===== config.mk =====
export PLATFORM = sky130hd
export DESIGN_NAME = uart_tx_fifo_flat
export DESIGN_NICKNAME = d
export VERILOG_FILES = /design/src/rtl/uart_pkg.sv /design/src/rtl/uart_tx_fifo_if.sv /design/src/rtl/sync_fifo.sv /design/src/rtl/uart_tx_fifo.sv /design/src/flat_wrapper.sv
export SDC_FILE = /design/constraint.sdc
export NUM_CORES = 1
export LEC_CHECK = 0
export BUFFER_PORTS_ARGS = -buffer_cell sky130_fd_sc_hd__buf_2
export CAP_MARGIN = 20
export CORE_UTILIZATION = 45
export DETAILED_ROUTE_END_ITERATION = 8
export GPL_TIMING_DRIVEN = 0
export PLACE_DENSITY_LB_ADDON = 0.1
export SLEW_MARGIN = 20
export SYNTH_ARGS = -nofsm -noshare
export SYNTH_HDL_FRONTEND = slang
export SYNTH_SLANG_ARGS = --single-unit

===== constraint.sdc =====
create_clock -name clk -period 3.3 [get_ports clk]
set_clock_uncertainty 0.1 [all_clocks]
set_input_delay 0.66 -clock clk [delete_from_list [all_inputs] [get_ports clk]]
set_output_delay 0.66 -clock clk [all_outputs]
set_load 0.01 [all_outputs]

===== src/rtl/uart_pkg.sv =====
// uart_pkg: shared types and constants for the buffered UART transmitter.
//   state_t       transmitter FSM states
//   PAR_*         parity_mode encodings
//   BAUD_DIV_DEF  default clk cycles per bit (50 MHz / 38400)
package uart_pkg;

   typedef enum logic [2:0] {
      IDLE,
      START,
      DATA,
      PARITY,
      STOP
   } state_t;

   localparam logic [1:0] PAR_NONE  = 2'b00;
   localparam logic [1:0] PAR_EVEN  = 2'b01;
   localparam logic [1:0] PAR_ODD   = 2'b10;
   localparam logic [1:0] PAR_NONE3 = 2'b11;

   localparam int unsigned BAUD_DIV_DEF = 1302;

   function automatic logic has_parity(input logic [1:0] mode);
      return (mode == PAR_EVEN) || (mode == PAR_ODD);
   endfunction

endpackage


===== src/rtl/uart_tx_fifo_if.sv =====
// uart_tx_fifo_if: producer-side handshake into the transmit FIFO.
//   tx_valid  producer offers tx_data
//   tx_ready  FIFO not full; word accepted when tx_valid && tx_ready
//   tx_data   word to transmit (LSB first on the line)
// master = producer, slave = uart_tx_fifo.
interface uart_tx_fifo_if #(
   parameter int unsigned DATA_W = 8
) ();
   logic              tx_valid;
   logic              tx_ready;
   logic [DATA_W-1:0] tx_data;

   modport master (output tx_valid, output tx_data, input tx_ready);
   modport slave  (input tx_valid, input tx_data, output tx_ready);
endinterface


===== src/rtl/sync_fifo.sv =====
// sync_fifo: single-clock show-ahead FIFO with extra-bit pointers.
//   clk, rst   clock, asynchronous active-low reset
//   wr_valid   write request; taken only while wr_ready
//   wr_ready   registered not-full flag (0 during reset)
//   wr_data    write word
//   rd_en      pop request; ignored while empty
//   rd_data    word at the head of the FIFO
//   empty      FIFO holds no words
//   level      number of words held
module sync_fifo #(
   parameter int unsigned WIDTH = 8,
   parameter int unsigned DEPTH = 16
) (
   input  logic                   clk,
   input  logic                   rst,
   input  logic                   wr_valid,
   output logic                   wr_ready,
   input  logic [WIDTH-1:0]       wr_data,
   input  logic                   rd_en,
   output logic [WIDTH-1:0]       rd_data,
   output logic                   empty,
   output logic [$clog2(DEPTH):0] level
);
   localparam int unsigned AW = $clog2(DEPTH);

   logic [WIDTH-1:0] mem [DEPTH];
   logic [AW:0]      wr_ptr, rd_ptr, wr_nxt, rd_nxt;
   logic             push, pop, full_nxt;

   assign push    = wr_valid && wr_ready;
   assign pop     = rd_en && !empty;
   assign empty   = (wr_ptr == rd_ptr);
   assign level   = wr_ptr - rd_ptr;
   assign rd_data = mem[rd_ptr[AW-1:0]];

   always_comb begin
      wr_nxt   = push ? wr_ptr + 1'b1 : wr_ptr;
      rd_nxt   = pop  ? rd_ptr + 1'b1 : rd_ptr;
      // Same low bits with differing wrap bit means the FIFO is full.
      full_nxt = (wr_nxt[AW] != rd_nxt[AW]) && (wr_nxt[AW-1:0] == rd_nxt[AW-1:0]);
   end

   always_ff @(posedge clk or negedge rst) begin
      if (!rst) begin
         wr_ptr   <= '0;
         rd_ptr   <= '0;
         wr_ready <= 1'b0;
      end else begin
         wr_ptr   <= wr_nxt;
         rd_ptr   <= rd_nxt;
         wr_ready <= !full_nxt;
      end
   end

   always_ff @(posedge clk) begin
      if (push) mem[wr_ptr[AW-1:0]] <= wr_data;
   end

endmodule


===== src/rtl/uart_tx_fifo.sv =====
// uart_tx_fifo: buffered UART transmitter (start, DATA_W bits LSB first,
// optional parity, 1 or 2 stop bits).
//   clk          clock
//   rst          asynchronous active-low reset
//   bus          producer handshake (tx_valid / tx_ready / tx_data)
//   parity_mode  00 none, 01 even, 10 odd, 11 none; latched per frame
//   stop2        0: one stop bit, 1: two stop bits; latched per frame
//   tx           registered serial line, idle high
//   busy         frame on the line or words buffered
//   fifo_level   number of buffered words
module uart_tx_fifo
   import uart_pkg::*;
#(
   parameter int unsigned DATA_W     = 8,
   parameter int unsigned BAUD_DIV   = BAUD_DIV_DEF,
   parameter int unsigned FIFO_DEPTH = 16
) (
   input  logic                        clk,
   input  logic                        rst,
   uart_tx_fifo_if.slave               bus,
   input  logic [1:0]                  parity_mode,
   input  logic                        stop2,
   output logic                        tx,
   output logic                        busy,
   output logic [$clog2(FIFO_DEPTH):0] fifo_level
);
   localparam int unsigned BW = $clog2(BAUD_DIV);
   localparam int unsigned CW = $clog2(DATA_W);
   localparam logic [BW-1:0] BAUD_LAST = BW'(BAUD_DIV - 1);
   localparam logic [CW-1:0] BIT_LAST  = CW'(DATA_W - 1);

   state_t            state, nxt;
   logic [BW-1:0]     baud_cnt;
   logic [CW-1:0]     bit_cnt;
   logic [DATA_W-1:0] shreg, fifo_dout;
   logic              par_bit, use_par, two_stop;
   logic              pop, fifo_empty, bit_end, line;

   sync_fifo #(
      .WIDTH (DATA_W),
      .DEPTH (FIFO_DEPTH)
   ) u_fifo (
      .clk      (clk),
      .rst      (rst),
      .wr_valid (bus.tx_valid),
      .wr_ready (bus.tx_ready),
      .wr_data  (bus.tx_data),
      .rd_en    (pop),
      .rd_data  (fifo_dout),
      .empty    (fifo_empty),
      .level    (fifo_level)
   );

   assign bit_end = (baud_cnt == BAUD_LAST);

   always_comb begin
      nxt  = state;
      pop  = 1'b0;
      line = 1'b1;
      unique case (state)
         IDLE: begin
            if (!fifo_empty) begin
               pop = 1'b1;
               nxt = START;
            end
         end
         START: begin
            line = 1'b0;
            if (bit_end) nxt = DATA;
         end
         DATA: begin
            line = shreg[0];
            if (bit_end && bit_cnt == BIT_LAST) nxt = use_par ? PARITY : STOP;
         end
         PARITY: begin
            line = par_bit;
            if (bit_end) nxt = STOP;
         end
         STOP: begin
            // Chain straight into the next start bit when more words wait.
            if (bit_end && (!two_stop || bit_cnt == CW'(1))) begin
               if (!fifo_empty) begin
                  pop = 1'b1;
                  nxt = START;
               end else begin
                  nxt = IDLE;
               end
            end
         end
         default: nxt = IDLE;
      endcase
   end

   // tx registers the line value of the current state, so the line trails
   // the FSM by one cycle: accept edge -> pop edge -> tx falls.
   always_ff @(posedge clk or negedge rst) begin
      if (!rst) begin
         state    <= IDLE;
         baud_cnt <= '0;
         bit_cnt  <= '0;
         shreg    <= '0;
         par_bit  <= 1'b0;
         use_par  <= 1'b0;
         two_stop <= 1'b0;
         tx       <= 1'b1;
         busy     <= 1'b0;
      end else begin
         state <= nxt;
         tx    <= line;
         busy  <= (state != IDLE) || !fifo_empty;

         if (state == IDLE || bit_end) baud_cnt <= '0;
         else                          baud_cnt <= baud_cnt + 1'b1;

         if (nxt != state) bit_cnt <= '0;
         else if (bit_end) bit_cnt <= bit_cnt + 1'b1;

         if (pop) begin
            shreg    <= fifo_dout;
            par_bit  <= (^fifo_dout) ^ (parity_mode == PAR_ODD);
            use_par  <= has_parity(parity_mode);
            two_stop <= stop2;
         end else if (state == DATA && bit_end) begin
            shreg <= shreg >> 1;
         end
      end
   end

endmodule


===== src/flat_wrapper.sv =====
// flat-port wrapper written by rule: the top's interface ports become plain ports
module uart_tx_fifo_flat import uart_pkg::*;
#(
   parameter int unsigned DATA_W     = 8,
   parameter int unsigned BAUD_DIV   = BAUD_DIV_DEF,
   parameter int unsigned FIFO_DEPTH = 16
)
  (clk, rst, parity_mode, stop2, tx, busy, fifo_level, bus_tx_valid, bus_tx_data, bus_tx_ready);
  uart_tx_fifo_if #(.DATA_W(DATA_W)) bus_i ();
  input  logic clk;
  input  logic rst;
  input  logic [1:0] parity_mode;
  input  logic stop2;
  output logic tx;
  output logic busy;
  output logic [$clog2(FIFO_DEPTH):0] fifo_level;
  input wire logic [$bits(bus_i.tx_valid)-1:0] bus_tx_valid;
  input wire logic [$bits(bus_i.tx_data)-1:0] bus_tx_data;
  output wire logic [$bits(bus_i.tx_ready)-1:0] bus_tx_ready;
  assign bus_i.tx_valid = bus_tx_valid;
  assign bus_i.tx_data = bus_tx_data;
  assign bus_tx_ready = bus_i.tx_ready;
  uart_tx_fifo #(.DATA_W(DATA_W), .BAUD_DIV(BAUD_DIV), .FIFO_DEPTH(FIFO_DEPTH)) u_core (.clk(clk), .rst(rst), .bus(bus_i), .parity_mode(parity_mode), .stop2(stop2), .tx(tx), .busy(busy), .fifo_level(fifo_level));
endmodule

==> metrics, run 1 <==
number of nets still failing antenna checks after routing=0; Worst Tran Pin Value=~0.94 ns; Worst Setup Path Type=reg2out; net count of the finished layout=a little over 500; Yosys warning count=0; hold slack final=around 0.27 ns; number of antenna violations at the first check in global routing=0; setup repair bufs after CTS=0; met3 Usage GRT=0.0418; critical path's slowest cell=sky130_fd_sc_hd__dfrtp_2; peak-usage layer in the global routing report=met2; post-synthesis instance area=approximately 0.0074 mm^2; final setup violation count=0; Tcrit/Tclk final=0.939; number of vias in the routed layout=about 3.8k; Core Footprint=about 0.016 mm^2; maximum vdd ir drop=roughly 0.4 mV; weighted congestion at the end of routability-driven global placement=between 0.7 and 0.8; IO Count=22; CP required=between 2 and 3 ns; register area share after synthesis=0.660; post-synthesis average cell area=16.8 um^2; Total GRT Usage=0.193; Crit path buffers/inverters=4; TritonCTS Buffers=17; max-capacitance violation count=0; Die Span Y=roughly 130 um; count of distinct cell types in the synthesized netlist=a little under 50; Arr. time, crit path=2.34 ns; maximum number of pins on one net before global-route repair=42; longest individual stage delay on the worst path=around 0.43 ns; clock-pin slew on the worst setup and hold paths=0.07 ns; number of buffers between clock root and the deepest sink=2; most common library cell in the layout ignoring fill and taps=sky130_fd_sc_hd__edfxtp_1; total of buffers placed on input and output ports=21; dominant synthesized flop cell=sky130_fd_sc_hd__edfxtp_1; total of flip-flops plus latches after synthesis=roughly 170; count of routing violations after the opening detailed-route iteration=261; async set or reset register ratio after synthesis=0.243; wire length reported by the detailed router=about 15 mm; Fin. Hold Viols=0; sort of element at the end of the critical path=output pin; total die area=~0.017 mm^2; highest attainable clock frequency=323 MHz; grt ovf=0; commonest cells after routing, fill and taps aside=sky130_fd_sc_hd__edfxtp_1 (128), sky130_fd_sc_hd__dfrtp_1 (39), sky130_fd_sc_hd__nand2_1 (24); detailed-router iteration count before antenna repair=4; met1 usage in global routing=0.263; count of antenna diodes in the layout=0; instance count of the mapped netlist=440; clock insertion delay at the later pin of the skew report=approximately 0.43 ns; remaining max-slew budget at the tightest pin=0.375; post-synthesis net count=470; H-tree Lvls=4; number of vias per cell after detailed routing=5.35; TritonCTS clock tree=built; maximum fanout count along the critical path=18; clock root buffer=sky130_fd_sc_hd__clkbuf_16; # clock sinks=between 150 and 200; Initial Util=0.463; shortest period the worst path allows=between 3 and 4 ns; FF-to-FF path depth=9; wire length of the first global-routing pass=22.6 mm; Worst setup SP type=flip-flop; number of design rule violations left after detail routing=0; ordered list of cells on the worst path=buf_8 > buf_4 > inv_1 > ha_1 > a21o_1 > a21oi_1 > xnor2_1 > buf_2; Crit. path cell count=8; leakage power figure=between 3 and 4 nW; run status=completed; cell type group with the largest total delay on the critical path=buffers and inverters; final number of max-transition violations=0; vias in the first global route=between 3k and 4k; HP Class=in2async; die width=~130 um; met2 Resource Use GR=0.311; number of enable-type register cells in the synthesized netlist=approximately 130; synth-to-layout area growth=13.5%; fraction of layout instances using a drive strength above 1=0.183; final cell utilization of the core=0.525; HPWL after DPL=between 9 and 10 mm; average wire per standard cell=between 20 and 25 um; Std-Cell Rows=46; Cell Pwr Density=between 600 and 700 mW/mm^2; unrepaired setup endpoints after global routing=false
-- state kept, by name (all words and copies together) (netlist names), 3 cells and up --
| register | count |
|---|---|
| u_core.u_fifo.mem | 128 |
| u_core.state | 3 |
| u_core.baud_cnt | 11 |
| u_core.u_fifo.wr_ptr | 5 |
| u_core.u_fifo.rd_ptr | 5 |
| u_core.bit_cnt | 3 |
| u_core.shreg | 8 |
-- cell families (layout without fill, tap and decap cells) --
kind of cell,count (synthesis),count (layout),share of synthesized area
compound gates,43,43,0.0378
simple gates,108,108,0.0748
buf+inv,30,81,0.0249
xor+xnor,36,36,0.0532
flops,169,169,0.660
mux,38,38,0.121
fa+ha+maj,16,16,0.0281
-- report_power, final --
| part | switching (W) | leakage (nW) | internal [W] |
|---|---|---|---|
| registers | 0.0000862 | 1.66 | 0.00249 |
| logic | 0.000464 | 1.14 | 0.000347 |
| clock network | 0.000864 | 0.297 | 0.00121 |
| total | 0.00141 | 3.10 | 0.00404 |
-- synth_stat cells (all sizes together) (2+ instances only) --
cell type / count / area, um^2
a21o: 3 / 22.5
a21oi: 7 / 35.0
a22oi: 11 / 82.6
a31oi: 2 / 12.5
and2: 13 / 81.3
and3: 8 / 50.1
buf: 11 / 113
clkbuf: 5 / 18.8
dfrtp: 40 / 1000
edfxtp: 128 / 3840
ha: 15 / 188
inv: 13 / 48.8
mux2i: 2 / 20.0
mux4: 36 / 875
nand2: 24 / 90.1
nand3: 17 / 85.1
nand4: 2 / 12.5
nor2: 23 / 86.3
nor2b: 7 / 43.8
nor3: 3 / 15.0
nor3b: 2 / 15.0
nor4bb: 2 / 20.0
o21ai: 12 / 60.1
o31ai: 3 / 22.5
or2: 2 / 12.5
xnor2: 17 / 156
xnor3: 5 / 114
xor2: 14 / 123
-- final timing paths --
path	start	endpoint	slack [ns]
worst max-delay path	u_core.u_fifo.rd_ptr[1]$_DFF_PN0_	fifo_level[3]	0.20
worst min-delay path	rst	u_core.baud_cnt[7]$_DFF_PN0_	0.27
worst max register to register	u_core.u_fifo.rd_ptr[3]$_DFF_PN0_	u_core.u_fifo.wr_ready$_DFF_PN0_	0.32
worst min register to register	u_core.par_bit$_DFFE_PN0N_	u_core.par_bit$_DFFE_PN0N_	0.39
max in group asynchronous	rst	u_core.u_fifo.rd_ptr[1]$_DFF_PN0_	2.18
min in group clk	stop2	u_core.two_stop$_DFFE_PN0N_	0.36
-- area by class of cell --
| type | count | area (um^2) |
|---|---|---|
| multi-input combinational | 241 | 2330 |
| buffer | 15 | 133 |
| inverter | 14 | 52.6 |
| fill | 1332 | 7570 |
| clock inverter | 14 | 185 |
| timing repair buffer | 21 | 105 |
| clock buffer | 17 | 425 |
| tap | 216 | 270 |
| sequential | 169 | 4870 |
-- per-stage QoR --
step | TNS, ns | worst slack, ns | instance area, um^2 | cells | total power [W]
after floorplan | 0 | 0.472 | 7380 | 440 | 0.00314
after global placement | -0.636 | -0.302 | 7760 | 677 | 0.00342
after detailed placement | -0.859 | -0.311 | 7760 | 677 | 0.00344
after CTS | 0 | 0.0787 | 8370 | 707 | 0.00551
after global routing | 0 | 0.0164 | 8380 | 707 | 0.00567
final | 0 | 0.201 | 8380 | 707 | 0.00546
-- metal layers --
| metal | share of wire | wire length [um] |
|---|---|---|
| met2 | 0.51 | 7430 |
| met3 | 0.037 | 539 |
| met5 | 0 | 0 |
| met4 | 0.011 | 164 |
| met1 | 0.44 | 6460 |
-- repair_timing --
| action | in CTS | in global routing |
|---|---|---|
| hold buffers | 0 | 0 |
| resized for setup | 2 | 2 |
| endpoints found under the setup margin | 15 | 1 |
| endpoints found under the hold margin | 0 | 0 |
Note: power is estimated with default switching activity, not from simulation.
==> run 2, diff against run 1 <==
--- a/config.mk
+++ b/config.mk
@@ -5,6 +5,7 @@
 export SDC_FILE = /design/constraint.sdc
 export NUM_CORES = 1
 export LEC_CHECK = 0
+export ABC_AREA = 1
 export BUFFER_PORTS_ARGS = -buffer_cell sky130_fd_sc_hd__buf_2
 export CAP_MARGIN = 20
 export CORE_UTILIZATION = 45
==> run 2 against run 1 <==
Routed wire length increased by 30%. Fmax decreased by 1.9%. Synthesized area increased by 6.8%. Sequential power about the same. Global-route usage increased by 3.5 points. Critical endpoint unchanged.
==> metrics, run 2 <==
post-synthesis net count=about 860; Crit path buffers/inverters=3; leading cell type by number of instances after synthesis=sky130_fd_sc_hd__nand2_1; number of design rule violations left after detail routing=0; ordered list of cells on the worst path=inv_1 > clkbuf_1 > ha_1 > nand2_1 > o21ai_0 > xor2_1 > buf_2; number of antenna violations at the first check in global routing=0; Worst Setup Path Type=reg2out; unrepaired setup endpoints after global routing=false; async set or reset register ratio after synthesis=0.243; vias in the first global route=around 5.4k; CP required=approximately 2.5 ns; clock root buffer=sky130_fd_sc_hd__clkbuf_16; maximum number of pins on one net before global-route repair=42; clock insertion delay at the later pin of the skew report=approximately 0.42 ns; dominant synthesized flop cell=sky130_fd_sc_hd__edfxtp_1; placement-stage cell area=around 0.0083 mm^2; detailed-router iteration count before antenna repair=5; number of buffers between clock root and the deepest sink=2; clock-pin slew on the worst setup and hold paths=about 0.060 ns; Worst Tran Pin Value=around 1.1 ns; TritonCTS Buffers=17; final number of max-transition violations=0; IO Count=22; H-tree Lvls=4; longest individual stage delay on the worst path=~0.54 ns; max-capacitance violation count=0; number of vias per cell after detailed routing=between 5 and 6; Design Area, Final=slightly below 0.009 mm^2; Core Footprint=~0.017 mm^2; Yosys warning count=0; sequential cell area=around 0.0049 mm^2; grt ovf=0; HP Class=in2async; wire length reported by the detailed router=around 19 mm; register area share after synthesis=0.618; top cell type's share of synthesized area=0.487; cell type contributing the most total cell area after synthesis=sky130_fd_sc_hd__edfxtp_1; Std-Cell Rows=48; dominant cells by area after synthesis=sky130_fd_sc_hd__edfxtp_1 (49%), sky130_fd_sc_hd__dfrtp_1 (13%), sky130_fd_sc_hd__nand2_1 (12%); worst-case register-to-register setup slack=~0.29 ns; wire length of the first global-routing pass=around 30 mm; Worst setup SP type=flip-flop; sort of element at the end of the critical path=output pin; number of enable-type register cells in the synthesized netlist=128; TritonCTS clock tree=built; total die area=roughly 0.018 mm^2; Arr. time, crit path=between 2 and 2.5 ns; # clock sinks=approximately 170; total of flip-flops plus latches after synthesis=~170; count of distinct cell types in the synthesized netlist=39; number of nets still failing antenna checks after routing=0; remaining max-slew budget at the tightest pin=0.295; Cell Pwr Density=between 500 and 600 mW/mm^2; average wire per standard cell=17.2 um; instance count of the mapped netlist=between 800 and 900; number of vias in the routed layout=5,683; Setup TNS=0 ns; Fin. Hold Viols=0; commonest cells after routing, fill and taps aside=sky130_fd_sc_hd__nand2_1 (244), sky130_fd_sc_hd__edfxtp_1 (128), sky130_fd_sc_hd__inv_1 (107); cell type group with the largest total delay on the critical path=buffers and inverters; run status=completed; total of buffers placed on input and output ports=21; die width=134 um; count of routing violations after the opening detailed-route iteration=513; net count of the finished layout=a little under 900; number of flip-flops in the largest register=around 130; count of antenna diodes in the layout=0; weighted congestion at the end of routability-driven global placement=about 0.83; layout filler cell count=between 1.5k and 2k; post-synthesis instance area=0.00789 mm^2; Tcrit/Tclk final=0.957; post-synthesis average cell area=9.56 um^2; leakage power figure=3.84 nW; critical path's slowest cell=sky130_fd_sc_hd__clkbuf_1; Die Span Y=approximately 130 um; maximum fanout count along the critical path=10; maximum vdd ir drop=between 0.4 and 0.5 mV; area of the multi-input gates=roughly 0.0025 mm^2; hold slack final=around 0.28 ns; highest attainable clock frequency=roughly 320 MHz; fraction of layout instances using a drive strength above 1=0.0925; HPWL after DPL=about 13 mm; top cell types by occurrence after synthesis=sky130_fd_sc_hd__nand2_1 (244), sky130_fd_sc_hd__edfxtp_1 (128), sky130_fd_sc_hd__inv_1 (107); most common library cell in the layout ignoring fill and taps=sky130_fd_sc_hd__nand2_1; shortest period the worst path allows=roughly 3.2 ns; final setup violation count=0; Initial Util=0.459; count of hold buffers inserted by post-cts repair=0; Total GRT Usage=0.229; Pwr Total=a little over 0.005 W; synth-to-layout area growth=11.7%
==> run 2: logic make-up after synthesis <==
logic type	synth area share
simple gates	0.225
flops	0.618
buf+inv	0.0716
compound gates	0.0449
fa+ha+maj	0.0263
xor+xnor	0.0143
==> run 2: area by class of cell <==
type                            count  area share
Sequential cell                   169       0.553
Inverter                          111      0.0480
Multi-Input combinational cell    518       0.278
Clock inverter                     12      0.0118
Buffer                             26      0.0160
Timing Repair Buffer               21      0.0119
Clock buffer                       19      0.0491
Tap cell                          225      0.0320
==> run 2: power by group <==
group          switching [W]  internal (W)  total (W)  leakage, nW
Clock               0.000809       0.00103    0.00184        0.250
Combinational       0.000490      0.000225   0.000715         1.93
Sequential         0.0000702       0.00248    0.00255         1.66
Total                0.00137       0.00373    0.00510         3.84
==> run 2: what timing repair did <==
action                                  4_1_cts  5_1_grt
setup buffers                                 0        0
endpoints found under the setup margin        0        4
resized for setup                             0        1
==> run 2: worst paths after layout <==
check,from,endpoint,depth (start not counted)
max,u_core.u_fifo.rd_ptr[1]$_DFF_PN0_,fifo_level[3],7
max reg2reg,u_core.u_fifo.rd_ptr[1]$_DFF_PN0_,u_core.bit_cnt[0]$_DFFE_PN0P_,12
min in group clk,stop2,u_core.two_stop$_DFFE_PN0N_,3
min reg2reg,u_core.par_bit$_DFFE_PN0N_,u_core.par_bit$_DFFE_PN0N_,2
max in group asynchronous,rst,u_core.u_fifo.wr_ptr[3]$_DFF_PN0_,1
min,rst,u_core.baud_cnt[10]$_DFF_PN0_,1
==> run 2: stage by stage <==
step | util | setup slack (ns) | cells
6_report | 0.513 | 0.141 | 1101
5_1_grt | 0.513 | 0.0251 | 1101
4_1_cts | 0.513 | 0.0161 | 1102
3_5_place_dp | 0.482 | 0.197 | 1071
3_3_place_gp | 0.482 | 0.307 | 1071
2_1_floorplan | - | 0.998 | 825
==> run 2: per-layer routing <==
layer | up-vias | global-route usage | share of wire
met4 | 0 | 0.0886 | 0.026
met2 | 160 | 0.363 | 0.47
li1 | 2752 | - | -
met1 | 2741 | 0.315 | 0.45
met3 | 30 | 0.0370 | 0.048
met5 | - | 0 | 0
==> run 3, diff against run 2 <==
--- a/config.mk
+++ b/config.mk
@@ -9,6 +9,7 @@
 export BUFFER_PORTS_ARGS = -buffer_cell sky130_fd_sc_hd__buf_2
 export CAP_MARGIN = 20
 export CORE_UTILIZATION = 45
+export CTS_BUF_LIST = sky130_fd_sc_hd__clkbuf_8
 export DETAILED_ROUTE_END_ITERATION = 8
 export GPL_TIMING_DRIVEN = 0
 export PLACE_DENSITY_LB_ADDON = 0.1
==> run 3 against run 2 <==
Fmax grew 3.8%. Core utilization decreased by 1.2 points. Final cell count about the same. First-iteration DRC count decreased by 3.1%. Global-route usage fell by 0.16 points. Critical path type unchanged. Critical endpoint unchanged. Largest cell class unchanged. Largest power group unchanged. Highest routed layer unchanged.
==> metrics, run 3 (synthesis results as in run 2) <==
Crit path buffers/inverters=2; Initial Util=0.459; Worst Setup SP=u_core.u_fifo.rd_ptr[1]$_DFF_PN0_; number of flip-flops in the largest register=~130; number of vias per cell after detailed routing=5.13; Crit. path cell count=6; Setup TNS=0 ns; vias in the first global route=~5.4k; critical path's slowest cell=sky130_fd_sc_hd__dfrtp_1; synth-to-layout area growth=9.24%; Worst Tran Pin Value=around 1.1 ns; H-tree Lvls=4; remaining max-slew budget at the tightest pin=0.265; total of buffers placed on input and output ports=21; fraction of layout instances using a drive strength above 1=0.0926; run status=completed; final number of max-transition violations=0; count of routing violations after the opening detailed-route iteration=between 400 and 500; FF-to-FF path depth=12; Resized Gates After CTS=1; Worst Setup Path Type=reg2out; HPWL after DPL=about 13 mm; die width=between 100 and 150 um; detailed-router iteration count before antenna repair=5; TritonCTS Buffers=17; TritonCTS clock tree=built; leakage power figure=about 3.8 nW; Pwr Total=about 0.0046 W; cell type group with the largest total delay on the critical path=flip-flops; count of hold buffers inserted by post-cts repair=0; worst-case register-to-register setup slack=0.43 ns; average wire per standard cell=17.3 um; clock insertion delay at the later pin of the skew report=0.46 ns; final setup violation count=0; number of nets still failing antenna checks after routing=0; grt ovf=0; maximum fanout count along the critical path=12; CP required=between 2 and 3 ns; max-capacitance violation count=0; highest attainable clock frequency=around 330 MHz; HP Class=in2async; total die area=approximately 0.018 mm^2; area of the multi-input gates=about 0.0025 mm^2; endpoint of the lowest-slack register-to-register path=u_core.bit_cnt[0]$_DFFE_PN0P_; Std-Cell Rows=48; Fin. Hold Viols=0; layout filler cell count=around 1.6k; maximum number of pins on one net before global-route repair=42; wire length reported by the detailed router=around 19 mm; wire length of the first global-routing pass=30.0 mm; maximum vdd ir drop=about 0.31 mV; sort of element at the end of the critical path=output pin; Core Footprint=0.0172 mm^2; clock root buffer=sky130_fd_sc_hd__clkbuf_8; count of antenna diodes in the layout=0; # clock sinks=around 170; number of antenna violations at the first check in global routing=0; weighted congestion at the end of routability-driven global placement=0.832; number of buffers between clock root and the deepest sink=2; number of vias in the routed layout=roughly 5.6k; sequential cell area=0.00487 mm^2; Worst setup SP type=flip-flop; most common library cell in the layout ignoring fill and taps=sky130_fd_sc_hd__nand2_1; clock-pin slew on the worst setup and hold paths=about 0.090 ns; Total GRT Usage=0.227; longest individual stage delay on the worst path=around 0.49 ns; commonest cells after routing, fill and taps aside=sky130_fd_sc_hd__nand2_1 (244), sky130_fd_sc_hd__edfxtp_1 (128), sky130_fd_sc_hd__inv_1 (109); Tcrit/Tclk final=0.922; ordered list of cells on the worst path=inv_1 > ha_1 > nand2_1 > o21ai_0 > xor2_1 > buf_2; shortest period the worst path allows=approximately 3.0 ns; unrepaired setup endpoints after global routing=false; setup repair bufs after CTS=0; number of design rule violations left after detail routing=0; Arr. time, crit path=2.28 ns; Cell Pwr Density=534 mW/mm^2; net count of the finished layout=893; IO Count=22; Die Span Y=about 130 um; reg-to-reg critical path startpoint=u_core.u_fifo.rd_ptr[2]$_DFF_PN0_
==> run 3: through the flow <==
stage	util	setup WS (ns)	cell area, um^2	hold slack [ns]	cells
floorplan	-	0.998	7890	0.264	825
CTS	0.502	0.00238	8620	0.244	1102
detailed placement	0.482	0.197	8270	0.374	1071
finish	0.501	0.257	8610	0.216	1100
global route	0.501	0.0646	8610	0.281	1100
global placement	0.482	0.307	8270	0.370	1071
==> run 3: power breakdown <==
group	switching [W]	internal (W)	total, W
combinational	0.000492	0.000225	0.000718
clock	0.000758	0.000581	0.00134
sequential	0.0000705	0.00247	0.00254
==> run 3: worst register-to-register path, delay by kind of cell (launching register included) <==
family	cells	cell delay (ns)
and+or+nand+nor	6	0.92
buffers and inverters	3	0.69
adders and majority gates	1	0.42
AOI/OAI and AO/OA	2	0.35
DFF	1	0.32
==> run 3: area by class of cell <==
class	count	share of cell area
sequential	169	0.566
multi-input combinational	518	0.285
inverter	111	0.0488
tap	225	0.0327
clock buffer	17	0.0272
buffer	25	0.0160
clock inverter	14	0.0129
timing repair buffer	21	0.0122
==> run 3: worst max-delay path by stage <==
stage                                          to
detailed placement  u_core.bit_cnt[0]$_DFFE_PN0P_
global route                        fifo_level[4]
floorplan                           fifo_level[4]
global placement    u_core.bit_cnt[2]$_DFFE_PN0P_
CTS                                 fifo_level[4]
finish                              fifo_level[3]
==> run 3: metal layers <==
metal  vias up  wire length [um]  share of wire  track usage
met1      2712              8600           0.45        0.314
met3        25               996          0.052       0.0438
li1       2748                 -              -            -
met2       160              9020           0.47        0.361
met5         -                 0              0            0
met4         0               391          0.021       0.0730
